<file path="src/rtl/router_pkg.sv">
// Shared types and default geometry for the router data/parity register stage.
package router_pkg;

  localparam int DEF_DATA_W    = 8;
  localparam int DEF_ADDR_W    = 2;
  localparam int DEF_NUM_PORTS = 3;
  localparam int DEF_LEN_W     = DEF_DATA_W - DEF_ADDR_W;

  // Header byte layout: length in the upper bits, destination in the lower bits.
  typedef struct packed {
    logic [DEF_LEN_W-1:0]  len;
    logic [DEF_ADDR_W-1:0] addr;
  } hdr_t;

  typedef enum logic [2:0] {
    DECODE_ADDRESS,
    LOAD_FIRST_DATA,
    LOAD_DATA,
    LOAD_PARITY,
    FIFO_FULL_STATE,
    LOAD_AFTER_FULL,
    WAIT_TILL_EMPTY,
    CHECK_PARITY_ERROR
  } fsm_state_t;

endpackage

</file>
<file path="src/rtl/router_parity_acc.sv">
// Running XOR parity accumulator; with ROUTER_LEN_CHECK_EN it also keeps a
// saturating count of payload bytes.
module router_parity_acc
  import router_pkg::*;
#(
  parameter int DATA_W = DEF_DATA_W
`ifdef ROUTER_LEN_CHECK_EN
  ,
  parameter int LEN_W  = DEF_LEN_W
`endif
) (
  input  logic              clock,
  input  logic              resetn,
  input  logic              clr,
  input  logic              en,
  input  logic [DATA_W-1:0] din,
`ifdef ROUTER_LEN_CHECK_EN
  input  logic              cnt_en,
  output logic [LEN_W-1:0]  byte_cnt,
`endif
  output logic [DATA_W-1:0] parity
);

  always_ff @(posedge clock) begin
    if (!resetn || clr) begin
      parity   <= '0;
`ifdef ROUTER_LEN_CHECK_EN
      byte_cnt <= '0;
`endif
    end else if (en) begin
      parity <= parity ^ din;
`ifdef ROUTER_LEN_CHECK_EN
      // Saturate so an over-long packet can never wrap back to a legal length.
      if (cnt_en && byte_cnt != '1) byte_cnt <= byte_cnt + LEN_W'(1);
`endif
    end
  end

endmodule

</file>
<file path="src/rtl/router_reg_param.sv">
// Router data/parity register stage: header latch, FIFO write data, full-hold
// byte, parity/address/length checks. Optional length check: ROUTER_LEN_CHECK_EN.
module router_reg_param
  import router_pkg::*;
#(
  parameter int DATA_W    = DEF_DATA_W,
  parameter int ADDR_W    = DEF_ADDR_W,
  parameter int NUM_PORTS = DEF_NUM_PORTS,
  parameter int LEN_W     = DATA_W - ADDR_W
) (
  input  logic              clock,
  input  logic              resetn,
  input  logic [DATA_W-1:0] data_in,
  input  logic              pkt_valid,
  input  logic              fifo_full,
  input  logic              rst_int_reg,
  input  logic              detect_add,
  input  logic              lfd_state,
  input  logic              ld_state,
  input  logic              laf_state,
  input  logic              full_state,
  output logic [DATA_W-1:0] dout,
  output logic              parity_done,
  output logic              low_pkt_valid,
  output logic              err,
  output logic              addr_err,
  output logic              len_err
);

  localparam logic [ADDR_W:0] PORTS_LIM = (ADDR_W+1)'(NUM_PORTS);

  logic [DATA_W-1:0] header_reg, hold_reg, pkt_parity, int_parity, acc_din;
  logic              done_q, hdr_acc, hdr_fold, ld_pay, ld_par, byte_fold, parity_chk;

  assign hdr_acc    = detect_add && pkt_valid;
  assign hdr_fold   = !detect_add && lfd_state;
  assign ld_pay     = !detect_add && !lfd_state && ld_state && pkt_valid;
  assign ld_par     = !detect_add && !lfd_state && ld_state && !pkt_valid;
  // A byte parked by fifo_full is folded when first seen in LOAD_DATA, never on replay.
  assign byte_fold  = ld_pay && !full_state;
  assign acc_din    = hdr_fold ? header_reg : data_in;
  assign parity_chk = parity_done && !done_q;

`ifdef ROUTER_LEN_CHECK_EN
  logic [LEN_W-1:0] byte_cnt;
`endif

  router_parity_acc #(
    .DATA_W (DATA_W)
`ifdef ROUTER_LEN_CHECK_EN
    ,
    .LEN_W  (LEN_W)
`endif
  ) u_acc (
    .clock    (clock),
    .resetn   (resetn),
    .clr      (hdr_acc),
    .en       (hdr_fold || byte_fold),
    .din      (acc_din),
`ifdef ROUTER_LEN_CHECK_EN
    .cnt_en   (byte_fold),
    .byte_cnt (byte_cnt),
`endif
    .parity   (int_parity)
  );

  always_ff @(posedge clock) begin
    if (!resetn) begin
      header_reg    <= '0;
      hold_reg      <= '0;
      pkt_parity    <= '0;
      dout          <= '0;
      parity_done   <= 1'b0;
      done_q        <= 1'b0;
      low_pkt_valid <= 1'b0;
      err           <= 1'b0;
      addr_err      <= 1'b0;
`ifdef ROUTER_LEN_CHECK_EN
      len_err       <= 1'b0;
`endif
    end else begin
      done_q <= parity_done;
      // Checks resolve once, the cycle after parity_done rises; a header accept below wins.
      if (parity_chk) begin
        err <= (int_parity != pkt_parity);
`ifdef ROUTER_LEN_CHECK_EN
        len_err <= (byte_cnt != LEN_W'(header_reg[DATA_W-1:ADDR_W]));
`endif
      end

      if (detect_add) begin
        if (pkt_valid) begin
          header_reg  <= data_in;
          pkt_parity  <= '0;
          parity_done <= 1'b0;
          err         <= 1'b0;
          addr_err    <= ({1'b0, data_in[ADDR_W-1:0]} >= PORTS_LIM);
`ifdef ROUTER_LEN_CHECK_EN
          len_err     <= 1'b0;
`endif
        end
      end else if (lfd_state) begin
        dout <= header_reg;
      end else if (ld_state) begin
        if (pkt_valid) begin
          if (fifo_full) hold_reg <= data_in;
          else           dout     <= data_in;
        end else begin
          pkt_parity <= data_in;
          if (!fifo_full) begin
            dout        <= data_in;
            parity_done <= 1'b1;
          end
        end
      end else if (laf_state) begin
        dout <= hold_reg;
        if (low_pkt_valid) parity_done <= 1'b1;
      end

      if (rst_int_reg)  low_pkt_valid <= 1'b0;
      else if (ld_par)  low_pkt_valid <= 1'b1;
    end
  end

`ifndef ROUTER_LEN_CHECK_EN
  assign len_err = 1'b0;
  // LEN_W only shapes the length check; referenced here so both builds elaborate alike.
  if (LEN_W > 0) begin : g_no_len_check
  end
`endif

endmodule

</file>
<file path="config.mk">
export PLATFORM = sky130hd
export DESIGN_NAME = router_reg_param
export DESIGN_NICKNAME = d
export VERILOG_FILES = /design/src/rtl/router_pkg.sv /design/src/rtl/router_parity_acc.sv /design/src/rtl/router_reg_param.sv
export SDC_FILE = /design/constraint.sdc
export NUM_CORES = 1
export LEC_CHECK = 0
export ABC_AREA = 1
export CAP_MARGIN = 0
export CORE_MARGIN = 5
export CORE_UTILIZATION = 55
export DETAILED_ROUTE_END_ITERATION = 8
export HOLD_SLACK_MARGIN = 0.15
export PLACE_DENSITY = 0.8
export SETUP_SLACK_MARGIN = 0.05
export SYNTH_ARGS = -nofsm -noshare
export SYNTH_HDL_FRONTEND = slang
export SYNTH_SLANG_ARGS = --single-unit
</file>
<file path="constraint.sdc">
create_clock -name clock -period 3.46 [get_ports clock]
set_input_delay 0.692 -clock clock [delete_from_list [all_inputs] [get_ports clock]]
set_output_delay 0.692 -clock clock [all_outputs]
set_load 0.05 [all_outputs]
</file>
==> impl_metrics.csv, run 1 <==
group,metric,value,unit
status,status,"finished clean",
timing,clock_skew,0.00658,ns
cts,post-cts-setup-buffers,0,
cts,worstSkewPairLatency,0.30,ns
drt,totalWireLength,5.23,mm
floorplan,num_rows,23,
worst_setup_path,crit_type,"primary input to flop",
cts,cts_tree,"done",
drt,via_per_inst,5.19,
cts,clockRootBuffer,"clkbuf_8",
worst_setup_path,crit_arrival,2.46,ns
drt,highest_layer,"met4",
worst_setup_path,path_max_fanout,11,
drt,drtIter0Drc,138,
worst_setup_path,worstPathRequired,3.63,ns
cts,ctsResizeCount,0,
yosys,synth_area_leader_cell,"dfxtp_1",
worst_setup_path,start_kind,"primary input",
cts,path_clk_slew,0.09,ns
timing,tightest_slew,0.596,ns
drt,wire_per_inst,13.2,µm
global_route,grt_max_degree,29,
global_route,grt.overflow.total,0,
timing,fmax,437,MHz
worst_setup_path,crit_slowest_cell,"clkdlybuf4s50_1",
yosys,synth_top_area_share,0.402,
pwr,ir_drop,0.267,mV
timing,min_period,2.29,ns
yosys,synth_seq_area_share,0.402,
timing,period_share,0.661,
cts,cts-buffers-inserted,5,
timing,slew_violations,0,
pwr,finalPower,1.18,mW
yosys,synthArstFlopShare,0,
floorplan,initial_core_util,0.565,
yosys,ys_warn_count,0,
cts,cts_max_level,2,
pwr,power.density,448,mW/mm²
global_route,antenna_found_initial,0,
floorplan,ios,31,
layout,final_cells,396,
drt,drtPass1Iterations,4,
global_route,track_usage,0.214,
timing,hold_violations,0,
place,io_buffers,29,
floorplan,dieArea,0.00546,mm²
drt,drcViolationCount,0,
timing,fin_setup_tns,0,ns
place,dp_hpwl,3.79,mm
drt,wl_met3,357,µm
yosys,synthTopCellsByArea,"dfxtp_1 40%, nand2_1 12%, nor2_1 7.7%",
cts,clk_path_buf_depth,2,
yosys,syn_inst,318,
cts,postCtsHoldBufs,0,
yosys,synth-main-ff-cell,"dfxtp_1",
global_route,grt_pass1_wl,8.94,mm
yosys,netlist_area,0.00224,mm²
yosys,ys_seq_elements,45,
worst_setup_path,crit_buf_inv,1,
floorplan,core-area,0.00397,mm²
layout,area_delta_synth_final,17.5,%
drt,wl_met2,2.47,mm
layout,fill_cells,364,
drt,detail-route-antenna-nets,0,
floorplan,die_w,73.9,µm
yosys,synth_nets,336,
timing,slew_headroom,0.602,
global_route,grt_pass1_vias,1930,
place,gp_congestion,0.893,
drt,vias,2055,
layout,antennaDiodeCount,0,
layout,nets,363,
yosys,yosys.cell_types.count,32,
run,maxCapViolations,0,
drt,met1_length,2.31,mm
worst_setup_path,critPathTopFamily,"buffers and inverters",
pwr,p_leak,1.10,nW
layout,drive_gt1_frac,0.0954,
yosys,synth_most_common_cell,"nand2_1",
worst_setup_path,cp-end-kind,"flop",
place,dpl.cell_count,388,
worst_setup_path,path_cells,"clkdlybuf4s50_1 > nor2_2 > nand4_1 > o21ai_0 > a21oi_1",
hold_path,hold_path_class,"flop to flop",
timing,setup_viol,0,
floorplan,die_height,73.9,µm
yosys,synth_edf_count,0,
yosys,syn_area_per_cell,7.05,µm²
cts,clock-sinks,45,
yosys,yosys-top-cells-count,"73 x nand2_1, 46 x nor2_1, 45 x dfxtp_1, 36 x inv_1",
timing,rsz0062_at_grt,"false",
worst_setup_path,cpPeakStageDelay,0.71,ns
## report_power, final
| group | leakage (nW) | internal [mW] | switching (mW) |
|---|---|---|---|
| sequential | 0.367 | 0.542 | 0.0143 |
| clock | 0.0585 | 0.236 | 0.175 |
| combinational | 0.670 | 0.0755 | 0.138 |
## worst min-delay path, stage by stage, from the launching register on
cell     delay, ns
dfxtp_1       0.33
nand2_1       0.06
inv_1         0.03
## cells by family (layout without fill, tap and decap cells)
group | after synthesis | in the layout | synth area share
buffers and inverters | 50 | 78 | 0.108
AND/OR/NAND/NOR | 164 | 164 | 0.340
AO/OA/AOI/OAI | 55 | 55 | 0.137
XOR/XNOR | 3 | 3 | 0.0117
other | 1 | 1 | 0.00167
flip-flops | 45 | 45 | 0.402
## cells in the final DEF, fill, tap and decap left out
cell type and instances:
nor2_1 46, xnor2_1 3, o211ai_1 6, buf_4 2
o31ai_1 1, nand2_2 3, nor2_2 5, nand4_1 1
o21ai_1 3, a21oi_1 17, conb_1 1, nor2_8 1
a211oi_1 1, nand3_2 2, nor3_1 3, o21ai_2 2
o22ai_1 3, nor2_4 2, nand3_4 1, dfxtp_1 45
nor3_2 1, inv_2 1, nand3_1 22, o21ai_0 22
nand2_4 4, inv_4 2, clkbuf_1 1, nand2_1 73
inv_1 36, clkbuf_8 6, bufinv_16 1, clkdlybuf4s50_1 29
## final cells by class
cell class	instances	area [µm²]	share of cell area
multi-input cells	223	1100	0.417
clock inverters	1	30.0	0.0114
well taps	50	62.6	0.0237
repair buffers	31	305	0.116
flip-flops and latches	45	901	0.342
inverters	39	151	0.0574
clock buffers	7	86.3	0.0327
## worst paths after layout
kind | endpoint | slack (ns) | depth (start not counted) | start
max | hold_reg[7]$_SDFFE_PN0P_ | 1.17 | 5 | lfd_state
min | done_q$_SDFF_PN0_ | 0.46 | 2 | parity_done$_SDFFE_PN0P_
max reg2reg | err$_SDFF_PN0_ | 2.42 | 7 | parity_done$_SDFFE_PN0P_
min reg2reg | done_q$_SDFF_PN0_ | 0.46 | 2 | parity_done$_SDFFE_PN0P_
## stage by stage
step | hold WS, ns | cell area [µm²] | setup slack, ns | utilization
after floorplan | 0.429 | 2240 | 1.88 | -
after global placement | 0.434 | 2520 | 1.07 | 0.635
after detailed placement | 0.450 | 2520 | 0.972 | 0.635
after CTS | 0.463 | 2640 | 1.21 | 0.664
after global routing | 0.484 | 2640 | 1.01 | 0.664
final | 0.461 | 2640 | 1.17 | 0.664
## metal layers
layer  up-vias  GRT usage
met2        57      0.351
met1       923      0.279
met3         9     0.0547
met5         -          0
met4         0     0.0523
li1       1066          -
Power figures use the tool's default switching activity.
==> run 2: changes to the inputs <==
--- a/config.mk
+++ b/config.mk
@@ -8,10 +8,10 @@
 export ABC_AREA = 1
 export CAP_MARGIN = 0
 export CORE_MARGIN = 5
-export CORE_UTILIZATION = 55
+export CORE_UTILIZATION = 54
 export DETAILED_ROUTE_END_ITERATION = 8
 export HOLD_SLACK_MARGIN = 0.15
-export PLACE_DENSITY = 0.8
+export PLACE_DENSITY = 0.79
 export SETUP_SLACK_MARGIN = 0.05
 export SYNTH_ARGS = -nofsm -noshare
 export SYNTH_HDL_FRONTEND = slang
==> constraint.sdc (replaced) <==
create_clock -name clock -period 2.3 [get_ports clock]
set_input_delay 0.46 -clock clock [delete_from_list [all_inputs] [get_ports clock]]
set_output_delay 0.46 -clock clock [all_outputs]
set_load 0.05 [all_outputs]
==> run 2 against run 1 <==
Compared with the run above:
- global-route usage down 1.2 points
- setup slack lost 0.81 ns
- non-clock buffer count rose by 1
- sequential share of layout area fell by 0.26 points
- largest cell class unchanged
- first-iteration DRC count up 18%
- worst hold slack got worse by 0.0019 ns
- via count increased by 0.78%
- power grew 51%
==> impl_metrics.csv, run 2 (synthesized netlist as in run 1, its figures left out) <==
group,metric,value,unit
worst_setup_path,path_max_fanout,3,
timing,period_share,0.843,
global_route,track_usage,0.202,
drt,drtPass1Iterations,4,
global_route,grt.overflow.total,0,
cts,cts_max_level,2,
timing,fin_setup_tns,0,ns
worst_setup_path,crit_type,"flop to output pin",
layout,fill_cells,375,
cts,clock-sinks,45,
floorplan,core-area,0.00400,mm²
floorplan,ios,31,
cts,path_clk_slew,0.08,ns
cts,cts_tree,"done",
pwr,p_leak,1.11,nW
cts,clk_path_buf_depth,2,
worst_setup_path,r2r_end,"err$_SDFF_PN0_",
timing,hold_violations,0,
hold_path,worstHoldStart,"addr_err$_SDFFE_PN0P_",
worst_setup_path,ff2ff_setup_slack,1.24,ns
global_route,grt_max_degree,28,
worst_setup_path,critPathTopFamily,"buffers and inverters",
timing,fmax,516,MHz
global_route,antenna_found_initial,0,
place,io_buffers,29,
cts,post-cts-setup-buffers,0,
timing,slew_headroom,0.664,
cts,ctsResizeCount,0,
layout,antennaDiodeCount,0,
floorplan,initial_core_util,0.561,
status,status,"finished clean",
worst_setup_path,cpPeakStageDelay,0.81,ns
pwr,power.density,672,mW/mm²
drt,detail-route-antenna-nets,0,
place,dpl_cell_area,0.00254,mm²
layout,final_area,0.00266,mm²
layout,nets,364,
drt,vias,2071,
layout,area_delta_synth_final,18.4,%
timing,setup_viol,0,
cts,worstSkewPairLatency,0.30,ns
layout,final_common_cell,"nand2_1",
worst_setup_path,reg2reg_depth,7,
drt,totalWireLength,5.15,mm
worst_setup_path,crit_buf_inv,1,
drt,wire_per_inst,13.0,µm
floorplan,die_w,74.5,µm
place,gp_congestion,0.800,
worst_setup_path,crit_arrival,1.48,ns
pwr,ir_drop,0.438,mV
worst_setup_path,crit_slowest_cell,"clkdlybuf4s50_1",
hold_path,hold_path_class,"flop to flop",
hold_path,hold_depth,2,
global_route,grt_pass1_vias,1905,
timing,min_period,1.94,ns
worst_setup_path,start_kind,"flop",
layout,drive_gt1_frac,0.0980,
place,dp_hpwl,3.83,mm
drt,drtIter0Drc,163,
worst_setup_path,reg2reg_from,"parity_done$_SDFFE_PN0P_",
cts,postCtsHoldBufs,0,
worst_setup_path,path_cells,"clkdlybuf4s50_1",
floorplan,dieArea,0.00554,mm²
timing,clock_skew,0.00492,ns
drt,drcViolationCount,0,
timing,tightest_slew,0.502,ns
cts,clockRootBuffer,"clkbuf_8",
worst_setup_path,cp-end-kind,"output pin",
layout,final_cell_mix,"73 x nand2_1, 46 x nor2_1, 45 x dfxtp_1, 36 x inv_1, 29 x clkdlybuf4s50_1",
cts,cts-buffers-inserted,5,
pwr,finalPower,1.78,mW
timing,slew_violations,0,
timing,rsz0062_at_grt,"false",
run,maxCapViolations,0,
drt,via_per_inst,5.22,
worst_setup_path,worstPathRequired,1.84,ns
global_route,grt_pass1_wl,8.49,mm
floorplan,die_height,74.5,µm
hold_path,min_to,"addr_err$_SDFFE_PN0P_",
floorplan,num_rows,23,
-- run 2: changes by cell type in the layout (fill, tap and decap cells not counted), sizes merged --
cell	delta
buf	+1
-- run 2: how the worst max path moves through the flow --
| stage | startpoint | endpoint | slack (ns) | cells after the start |
|---|---|---|---|---|
| CTS | parity_done$_SDFFE_PN0P_ | parity_done | 0.35 | 1 |
| floorplan | lfd_state | dout[1]$_SDFFE_PN0P_ | 0.96 | 8 |
| finish | parity_done$_SDFFE_PN0P_ | parity_done | 0.36 | 1 |
| detailed placement | lfd_state | hold_reg[3]$_SDFFE_PN0P_ | 0.27 | 6 |
| global route | parity_done$_SDFFE_PN0P_ | parity_done | 0.32 | 1 |
| global placement | lfd_state | hold_reg[4]$_SDFFE_PN0P_ | 0.29 | 6 |
-- run 2: metal layers --
metal | global-route usage | share of wire | vias up
li1 | - | - | 1064
met1 | 0.249 | 0.42 | 927
met2 | 0.335 | 0.48 | 64
met3 | 0.0432 | 0.076 | 16
met4 | 0.0949 | 0.026 | 0
met5 | 0 | 0 | -
-- run 2: final cells by class --
type | instances | area, µm² | area share
Sequential cell | 45 | 901 | 0.339
Clock buffer | 7 | 86.3 | 0.0325
Inverter | 39 | 151 | 0.0570
Clock inverter | 1 | 30.0 | 0.0113
Multi-Input combinational cell | 223 | 1100 | 0.414
Timing Repair Buffer | 32 | 325 | 0.122
Tap cell | 50 | 62.6 | 0.0236
-- run 2: through the flow --
| stage | util | worst slack (ns) | instances | hold WS (ns) |
|---|---|---|---|---|
| finish | 0.664 | 0.361 | 397 | 0.459 |
| global route | 0.664 | 0.316 | 397 | 0.482 |
| CTS | 0.664 | 0.345 | 397 | 0.459 |
| detailed placement | 0.635 | 0.266 | 389 | 0.446 |
| global placement | 0.635 | 0.290 | 389 | 0.429 |
| floorplan | - | 0.956 | 318 | 0.429 |
-- run 2: power breakdown --
part	total [mW]	switching, mW	internal (mW)
sequential	0.837	0.0214	0.815
clock	0.623	0.269	0.354
combinational	0.324	0.207	0.117
==> run 3: changes to the inputs <==
==> constraint.sdc (replaced) <==
create_clock -name clock -period 1.8 [get_ports clock]
set_input_delay 0.36 -clock clock [delete_from_list [all_inputs] [get_ports clock]]
set_output_delay 0.36 -clock clock [all_outputs]
set_load 0.05 [all_outputs]
==> run 3 against run 2 <==
Compared with the run above:
- routed wire length is 1.1% higher
- combinational power is 31% higher
- global-route usage about the same
- count of clock-buffer cells in the layout is the same
- final cell count up 2.0%
- cell area is 0.75% higher
- core utilization up 0.50 points
- die area unchanged
- power rose by 19%
- sequential power up 28%
- largest cell class unchanged
==> impl_metrics.csv, run 3 (synthesized netlist as in run 1, its figures left out) <==
group,metric,value,unit
status,status,"finished clean",
timing,clock_skew,0.00356,ns
worst_setup_path,start_kind,"primary input",
cts,clock-sinks,45,
global_route,grt.busiest_layer,"met2",
layout,nets,373,
layout,antennaDiodeCount,0,
hold_path,hold_path_class,"flop to flop",
cts,postCtsHoldBufs,0,
cts,cts-buffers-inserted,5,
place,dp_hpwl,3.95,mm
drt,detail-route-antenna-nets,0,
timing,fmax,652,MHz
cts,clk_path_buf_depth,2,
cts,ctsResizeCount,0,
floorplan,core-area,0.00400,mm²
floorplan,die_height,74.5,µm
drt,drtIter0Drc,121,
global_route,track_usage,0.202,
cts,path_clk_slew,0.08,ns
layout,area_delta_synth_final,19.3,%
pwr,ir_drop,0.470,mV
timing,holdWs,0.454,ns
drt,drtPass1Iterations,4,
global_route,gr-usage-met3,0.0405,
layout,final_util,0.669,
layout,final_cell_mix,"73 x nand2_1, 46 x nor2_1, 45 x dfxtp_1, 36 x inv_1",
global_route,antenna_found_initial,0,
cts,worstSkewPairLatency,0.30,ns
drt,via_per_inst,5.20,
global_route,grt_util_met1,0.237,
place,gp_congestion,0.881,
worst_setup_path,crit_type,"primary input to flop",
worst_setup_path,crit_arrival,1.73,ns
timing,setup_viol,0,
layout,final_common_cell,"nand2_1",
drt,totalWireLength,5.21,mm
timing,fin_setup_tns,0,ns
place,dp_slack,-0.0291,ns
global_route,grt_max_degree,28,
timing,min_period,1.53,ns
floorplan,ios,31,
timing,slew_violations,0,
worst_setup_path,worstPathRequired,2.00,ns
timing,hold_violations,0,
place,io_buffers,29,
cts,cts_tree,"done",
place,dpl_cell_area,0.00259,mm²
timing,period_share,0.852,
worst_setup_path,path_max_fanout,16,
pwr,p_leak,1.16,nW
timing,rsz0062_at_grt,"false",
cts,post-cts-setup-buffers,0,
cts,clockRootBuffer,"clkbuf_8",
run,maxCapViolations,0,
floorplan,dieArea,0.00554,mm²
global_route,met2_usage,0.359,
drt,vias,2106,
drt,drcViolationCount,0,
global_route,grt.overflow.total,0,
timing,finalWorstSetupSlack,0.266,ns
floorplan,initial_core_util,0.561,
layout,drive_gt1_frac,0.152,
cts,cts_max_level,2,
worst_setup_path,cp-end-kind,"flop",
floorplan,die_w,74.5,µm
global_route,grt_pass1_vias,1976,
drt,wire_per_inst,12.9,µm
layout,final_area,0.00268,mm²
floorplan,num_rows,23,
global_route,grt_pass1_wl,8.66,mm
pwr,power.density,795,mW/mm²
## run 3: cell count changes in the layout (fill, tap and decap cells not counted), sizes merged
cell	previous run	this run
bufinv	1	0
buf	3	24
clkdlybuf4s50	29	17
## run 3: power breakdown
| part | switching (mW) | total, mW | internal (mW) |
|---|---|---|---|
| logic | 0.266 | 0.425 | 0.159 |
| registers | 0.0288 | 1.07 | 1.04 |
| clock network | 0.327 | 0.632 | 0.305 |
## run 3: cell type report
| class | count | area [µm²] |
|---|---|---|
| Clock buffer | 7 | 86.3 |
| Fill cell | 384 | 1320 |
| Inverter | 39 | 151 |
| Multi-Input combinational cell | 223 | 1100 |
| Sequential cell | 45 | 901 |
| Tap cell | 50 | 62.6 |
| Timing Repair Buffer | 41 | 375 |
## run 3: final timing paths
| check | from | to | slack (ns) | depth (start not counted) |
|---|---|---|---|---|
| hold / removal | parity_done$_SDFFE_PN0P_ | done_q$_SDFF_PN0_ | 0.45 | 2 |
| setup reg to reg | parity_done$_SDFFE_PN0P_ | err$_SDFF_PN0_ | 0.76 | 7 |
| hold reg to reg | parity_done$_SDFFE_PN0P_ | done_q$_SDFF_PN0_ | 0.45 | 2 |
| setup / recovery | lfd_state | u_acc.parity[1]$_SDFFE_PP0P_ | 0.27 | 8 |
## run 3: critical path, stage by stage
cell,delay [ns]
clkdlybuf4s50_1,0.44
buf_12,0.16
nor2_2,0.11
nand3_1,0.11
nand2_2,0.28
nand3_1,0.13
nand2_1,0.08
nor2_1,0.04
## run 3: routing by layer
layer / up-vias / share of wire
met5: - / 0
met4: 0 / 0.022
met3: 10 / 0.062
met2: 58 / 0.49
met1: 955 / 0.43
li1: 1083 / -
## run 3: per-stage QoR
stage                     power, mW  cells
after global placement         1.51    398
after global routing           2.21    405
after detailed placement       1.52    398
final                          2.13    405
after CTS                      2.13    405
after floorplan                1.38    318
